--- src/rtl/display_timing_recovery.sv ---
// Receive-side timing recovery: rebuilds pixel coordinates from a raw hsync/vsync/de
// stream, measures line/frame geometry and declares lock once it is stable.
module display_timing_recovery #(
    parameter int CORDW       = 10,
    parameter int LOCK_FRAMES = 2
) (
    input  logic             clk_pix,
    input  logic             rst_n,
    input  logic             hsync,
    input  logic             vsync,
    input  logic             de,
    output logic [CORDW-1:0] sx,
    output logic [CORDW-1:0] sy,
    output logic             de_o,
    output logic             locked,
    output logic             err,
    output logic [CORDW-1:0] h_total,
    output logic [CORDW-1:0] v_total,
    output logic [CORDW-1:0] h_active,
    output logic [CORDW-1:0] v_active
);

    localparam logic [CORDW-1:0] CMAX = '1;
    localparam logic [CORDW-1:0] ONE  = CORDW'(1);
    localparam logic [3:0]       LF   = 4'(LOCK_FRAMES);

    typedef enum logic [1:0] {SEARCH, VERIFY, LOCKED} state_e;

    state_e           state_q, state_d;
    logic             hs_q, vs_q, de_q, hs_prev_q, vs_prev_q;
    logic             hs_fall, vs_fall, timeout, tuple_match;
    logic [CORDW-1:0] h_cnt_q, h_cnt_d, hs_cnt_q, hs_cnt_d;
    logic [CORDW-1:0] de_cnt_q, de_cnt_d, act_cnt_q, act_cnt_d;
    logic [CORDW-1:0] sx_hold_q, sx_hold_d, sy_q, sy_d, line_pos;
    logic             line_de_q, line_de_d;
    logic [CORDW-1:0] h_total_q, h_total_d, v_total_q, v_total_d;
    logic [CORDW-1:0] h_active_q, h_active_d, v_active_q, v_active_d;
    logic [CORDW-1:0] ref_h_q, ref_h_d, ref_v_q, ref_v_d;
    logic [CORDW-1:0] ref_ha_q, ref_ha_d, ref_va_q, ref_va_d;
    logic             ref_valid_q, ref_valid_d;
    logic [3:0]       match_q, match_d, match_inc;
    logic             err_q, err_d;

    function automatic logic [CORDW-1:0] sat_inc(input logic [CORDW-1:0] v);
        return (v == CMAX) ? v : v + ONE;
    endfunction

    assign hs_fall     = hs_prev_q & ~hs_q;
    assign vs_fall     = vs_prev_q & ~vs_q;
    assign timeout     = (h_cnt_q == CMAX);
    assign match_inc   = match_q + 4'd1;
    assign tuple_match = (h_total_d == ref_h_q) && (v_total_d == ref_v_q) &&
                         (h_active_d == ref_ha_q) && (v_active_d == ref_va_q);

    // The hsync-fall cycle already belongs to the new line, so sx restarts there.
    assign line_pos = hs_fall ? '0 : de_cnt_q;

    assign sx       = de_q ? line_pos : sx_hold_q;
    assign sy       = sy_q;
    assign de_o     = de_q;
    assign locked   = (state_q == LOCKED);
    assign err      = err_q;
    assign h_total  = h_total_q;
    assign v_total  = v_total_q;
    assign h_active = h_active_q;
    assign v_active = v_active_q;

    always_comb begin
        h_cnt_d    = hs_fall ? ONE : sat_inc(h_cnt_q);
        h_total_d  = hs_fall ? h_cnt_q : h_total_q;
        de_cnt_d   = de_q ? sat_inc(line_pos) : line_pos;
        sx_hold_d  = de_q ? line_pos : sx_hold_q;
        line_de_d  = hs_fall ? de_q : (line_de_q | de_q);
        h_active_d = (hs_fall && line_de_q) ? de_cnt_q : h_active_q;
        hs_cnt_d   = hs_cnt_q;
        sy_d       = sy_q;
        act_cnt_d  = act_cnt_q;
        v_total_d  = v_total_q;
        v_active_d = v_active_q;
        if (hs_fall) begin
            hs_cnt_d = sat_inc(hs_cnt_q);
            if (line_de_q) begin
                sy_d      = sat_inc(sy_q);
                act_cnt_d = sat_inc(act_cnt_q);
            end
        end
        // vsync fall overrides a coincident hsync fall; that hsync fall opens the new frame.
        if (vs_fall) begin
            v_total_d  = hs_cnt_q;
            v_active_d = act_cnt_q;
            hs_cnt_d   = hs_fall ? ONE : '0;
            sy_d       = '0;
            act_cnt_d  = '0;
        end
    end

    always_comb begin
        state_d     = state_q;
        match_d     = match_q;
        ref_valid_d = ref_valid_q;
        ref_h_d     = ref_h_q;
        ref_v_d     = ref_v_q;
        ref_ha_d    = ref_ha_q;
        ref_va_d    = ref_va_q;
        err_d       = 1'b0;
        case (state_q)
            SEARCH: begin
                if (vs_fall) begin
                    state_d     = VERIFY;
                    match_d     = '0;
                    ref_valid_d = 1'b0;
                end
            end
            VERIFY: begin
                if (timeout) begin
                    state_d = SEARCH;
                end else if (vs_fall) begin
                    if (ref_valid_q && tuple_match) begin
                        match_d = match_inc;
                        if (match_inc == LF) state_d = LOCKED;
                    end else begin
                        ref_valid_d = 1'b1;
                        match_d     = '0;
                        ref_h_d     = h_total_d;
                        ref_v_d     = v_total_d;
                        ref_ha_d    = h_active_d;
                        ref_va_d    = v_active_d;
                    end
                end
            end
            LOCKED: begin
                if (timeout || (hs_fall && (h_cnt_q != ref_h_q)) ||
                    (vs_fall && !tuple_match)) begin
                    state_d = SEARCH;
                    err_d   = 1'b1;
                end
            end
            default: state_d = SEARCH;
        endcase
    end

    always_ff @(posedge clk_pix or negedge rst_n) begin
        if (!rst_n) begin
            state_q     <= SEARCH;
            hs_q        <= 1'b1;
            vs_q        <= 1'b1;
            hs_prev_q   <= 1'b1;
            vs_prev_q   <= 1'b1;
            de_q        <= 1'b0;
            h_cnt_q     <= '0;
            hs_cnt_q    <= '0;
            de_cnt_q    <= '0;
            act_cnt_q   <= '0;
            sx_hold_q   <= '0;
            sy_q        <= '0;
            line_de_q   <= 1'b0;
            h_total_q   <= '0;
            v_total_q   <= '0;
            h_active_q  <= '0;
            v_active_q  <= '0;
            ref_h_q     <= '0;
            ref_v_q     <= '0;
            ref_ha_q    <= '0;
            ref_va_q    <= '0;
            ref_valid_q <= 1'b0;
            match_q     <= '0;
            err_q       <= 1'b0;
        end else begin
            state_q     <= state_d;
            hs_q        <= hsync;
            vs_q        <= vsync;
            hs_prev_q   <= hs_q;
            vs_prev_q   <= vs_q;
            de_q        <= de;
            h_cnt_q     <= h_cnt_d;
            hs_cnt_q    <= hs_cnt_d;
            de_cnt_q    <= de_cnt_d;
            act_cnt_q   <= act_cnt_d;
            sx_hold_q   <= sx_hold_d;
            sy_q        <= sy_d;
            line_de_q   <= line_de_d;
            h_total_q   <= h_total_d;
            v_total_q   <= v_total_d;
            h_active_q  <= h_active_d;
            v_active_q  <= v_active_d;
            ref_h_q     <= ref_h_d;
            ref_v_q     <= ref_v_d;
            ref_ha_q    <= ref_ha_d;
            ref_va_q    <= ref_va_d;
            ref_valid_q <= ref_valid_d;
            match_q     <= match_d;
            err_q       <= err_d;
        end
    end

endmodule

--- config.mk ---
export PLATFORM = sky130hd
export DESIGN_NAME = display_timing_recovery
export DESIGN_NICKNAME = d
export VERILOG_FILES = /design/src/rtl/display_timing_recovery.sv
export SDC_FILE = /design/constraint.sdc
export NUM_CORES = 1
export LEC_CHECK = 0
export ABC_AREA = 1
export BUFFER_PORTS_ARGS = -buffer_cell sky130_fd_sc_hd__clkbuf_2
export CAP_MARGIN = 20
export CORE_ASPECT_RATIO = 1.1
export CORE_MARGIN = 1
export CORE_UTILIZATION = 65
export CTS_CLUSTER_SIZE = 40
export DETAILED_ROUTE_END_ITERATION = 16
export PLACE_DENSITY = 0.95
export SLEW_MARGIN = 20
export SYNTH_ARGS = -nofsm -noshare
export SYNTH_HDL_FRONTEND = slang
export SYNTH_SLANG_ARGS = --single-unit
--- constraint.sdc ---
create_clock -name clk_pix -period 5.95 [get_ports clk_pix]
set_clock_uncertainty 0.1 [all_clocks]
set_input_delay 0.8925 -clock clk_pix [delete_from_list [all_inputs] [get_ports clk_pix]]
set_output_delay 0.8925 -clock clk_pix [all_outputs]
set_load 0.02 [all_outputs]
==> qor.txt <==
status: finished with violations
violated checks: DRC
Total GRT Usage: 33.1%
# rows: 42
pwr dens: 352 nW/um2
Worst setup SP type: flip-flop
Critical Path, Cell by Cell: nand2_2, nor2_2, nand2_1, nand2_1, nand2_1, nand2_1, nand2_1, nor2_1, nand2_1, nor2_2, nand3_2, nand3_2, nand2_1, nand2_1
syn_area_per_cell: 7.46 um2
Worst-Margin Slew: 0.959 ns
post-route ant nets: 0
post-route cell area: 8990 um2
DRT Wirelength: 19.9 mm
Post-Syn Area: 7970 um2
Max Clock Freq: 259 MHz
Pleak: 4.83 nW
CTS root buf: clkbuf_16
# diodes: 0
# setup viols final: 0
asr flop ratio synth: 100%
Mapped Nets: 1,080
maximum vdd drop: 0.274 mV
largest net degree at the start of global routing: 104
Rel. slew slack: 36.0%
Initial Util: 66.5%
post-layout min period: 3.85 ns
core area: 12,000 um2
Area growth syn-to-layout: 12.8%
clk slew on worst S/H paths: 0.06 ns
WL/cell: 15.4 um
CP required: 6.22 ns
Worst Hold Slack: 0.291 ns
final setup TNS: 0 ns
port buffer count: 67
sequential power share: 40.5%
IO Pins: 68
vias per cell: 5.86
H-tree Lvls: 4
Skew-Pair Late Insertion Delay: 0.44 ns
hold_buf cts: 0
CP dominant cell by count: nand2_1
TritonCTS clock tree: built
drt drc: 1
Critical-path top delay cell: dfstp_2
initial antenna violation count: 0
Critical Path AT: 4.12 ns
fin nets: 1,138
Final Util: 75.0%
FF+latch count, synth: 154
layout cells sized above 1: 10.6%
Num CTS Buffers: 17
PostCTS Resize Cnt: 0
worst hold path type: reg2reg
CP peak stage delay: 0.72 ns
Hold Fails Final Rpt: 0
DIE AREA: 12,700 um2
Sw Ratio: 32.9%
clock share of power: 36.8%
Die Span Y: 118 um
WS Path Type: reg2reg
Synth cell types: 37
Synth Flop Type: dfrtp_1
routability-driven placement congestion ratio: 0.879
total grt overflow: 0
maxcap violations: 0
Int Pwr: 2.12 mW
dpl hpwl: 12.5 mm
max-slew violations: 0
Mapped Cells: 1,068
Worst Setup End Kind: flip-flop
CTS Sinks: 154
Yosys warning count: 0
Post-synth EDFFs: 0
Crit Path Max Fanout: 40
non-filler cells, final: 1,293
via count: 7,580
RSZ-0062 raised after global routing: false
DRT iter0 DRCs: 686
combinational share of power: 22.7%
Seq/Total Area, Yosys: 48.4%
Tcrit/Tclk final: 64.8%
router iterations before antenna repair: 14
maximum clock path buffer count: 2
switching power: 1.04 mW
number of global-route vias before repair: 7,191
postcts setup bufs: 0
first-pass GRT wire length: 32.8 mm
Placement Cell Area: 8360 um2
Die W: 108 um
placed cell count: 1,261
[synth_stat cells (4+ instances only)]
cell type / n / area, um2
inv_2: 4 / 15.0
inv_1: 125 / 469
o21ai_0: 46 / 230
nand3_1: 87 / 435
nor2_1: 68 / 255
buf_4: 4 / 30.0
nand3b_1: 12 / 90.1
buf_1: 5 / 18.8
nand2_1: 397 / 1490
nor2_2: 4 / 25.0
dfstp_2: 4 / 105
buf_2: 7 / 35.0
buf_6: 5 / 56.3
nand4_1: 55 / 344
clkbuf_1: 12 / 45.0
dfrtp_1: 150 / 3750
ha_1: 7 / 87.6
nor3_1: 17 / 85.1
a31oi_1: 4 / 25.0
xor2_1: 9 / 78.8
a21oi_1: 22 / 110
[layout by cell type (no fill, tap or decap), types with 2 or more instances in the layout]
| cell type | instances |
|---|---|
| a21oi_1 | 22 |
| a31oi_1 | 4 |
| and3_1 | 2 |
| buf_4 | 5 |
| bufinv_16 | 4 |
| clkbuf_1 | 4 |
| clkbuf_16 | 17 |
| clkbuf_2 | 66 |
| clkbuf_8 | 4 |
| clkinv_2 | 2 |
| dfrtp_1 | 150 |
| dfstp_2 | 4 |
| ha_1 | 7 |
| inv_1 | 125 |
| inv_2 | 4 |
| nand2_1 | 397 |
| nand2_2 | 2 |
| nand3_1 | 87 |
| nand3_2 | 2 |
| nand3b_1 | 12 |
| nand4_1 | 55 |
| nor2_1 | 68 |
| nor2_2 | 4 |
| nor3_1 | 17 |
| o21a_1 | 3 |
| o21ai_0 | 46 |
| o22ai_1 | 2 |
| or2_2 | 3 |
| xor2_1 | 9 |
[worst max-delay path: cells and delay by family (launching register included)]
family / cells / cell delay [ns]
AND/OR/NAND/NOR: 14 / 2.95
flip-flops: 1 / 0.72
[power groups by stage]
| stage | sequential [mW] | combinational [mW] | clock (mW) |
|---|---|---|---|
| after global placement | 1.29 | 0.662 | 0 |
| after CTS | 1.28 | 0.709 | 1.16 |
| after global routing | 1.29 | 0.805 | 1.21 |
| after detailed placement | 1.29 | 0.687 | 0 |
| after floorplan | 1.31 | 0.473 | 0 |
| final | 1.28 | 0.718 | 1.17 |
[layer usage]
metal	routed length, um	track usage, %	vias up
li1	-	-	3556
met1	7870	41.6	3592
met2	10000	54.4	359
met3	1400	6.62	73
met4	629	16.3	0
met5	0	0	-
[path summary, 6_finish.rpt]
kind | start | end | slack (ns) | cells after the start
max in group asynchronous | rst_n | line_de_q | 4.10 | 2
min in group asynchronous | rst_n | v_total[8] | 0.45 | 1
hold / removal | hs_q | hs_prev_q | 0.29 | 0
setup reg to reg | hs_prev_q | ref_v_q[1] | 2.10 | 14
hold reg to reg | hs_q | hs_prev_q | 0.29 | 0
setup / recovery | hs_prev_q | ref_v_q[1] | 2.10 | 14
[cell families after synthesis]
kind of cell    Yosys count  synth area share, %
buf+inv                 162                 8.40
simple gates            651                 35.2
flops                   154                 48.4
mux                       1                0.126
xor+xnor                 10                 1.10
compound gates           83                 5.64
fa+ha+maj                 7                 1.10
[layout make-up]
type	count	area (um2)
inverter	129	484
clock buffer	25	495
clock inverter	7	138
sequential	154	3860
tap	154	193
fill	845	2990
multi-input combinational	752	3440
timing repair buffer	72	379
[state kept, by name, indices dropped and copies added (netlist names), 2 cells and up]
register and cells:
h_cnt_q 10, sy 10, hs_cnt_q 10, sx_hold_q 10, de_cnt_q 10, v_total 10
h_active 10, h_total 10, match_q 4, v_active 10, ref_v_q 10, state_q 2
ref_h_q 10, ref_va_q 10, ref_ha_q 10, act_cnt_q 10
[metrics by stage]
step / power, mW / worst slack, ns
after floorplan: 1.78 / 3.42
after global placement: 1.95 / 2.52
after detailed placement: 1.98 / 2.36
after CTS: 3.15 / 2.21
after global routing: 3.31 / 1.88
final: 3.16 / 2.10
Power figures use the tool's default switching activity.
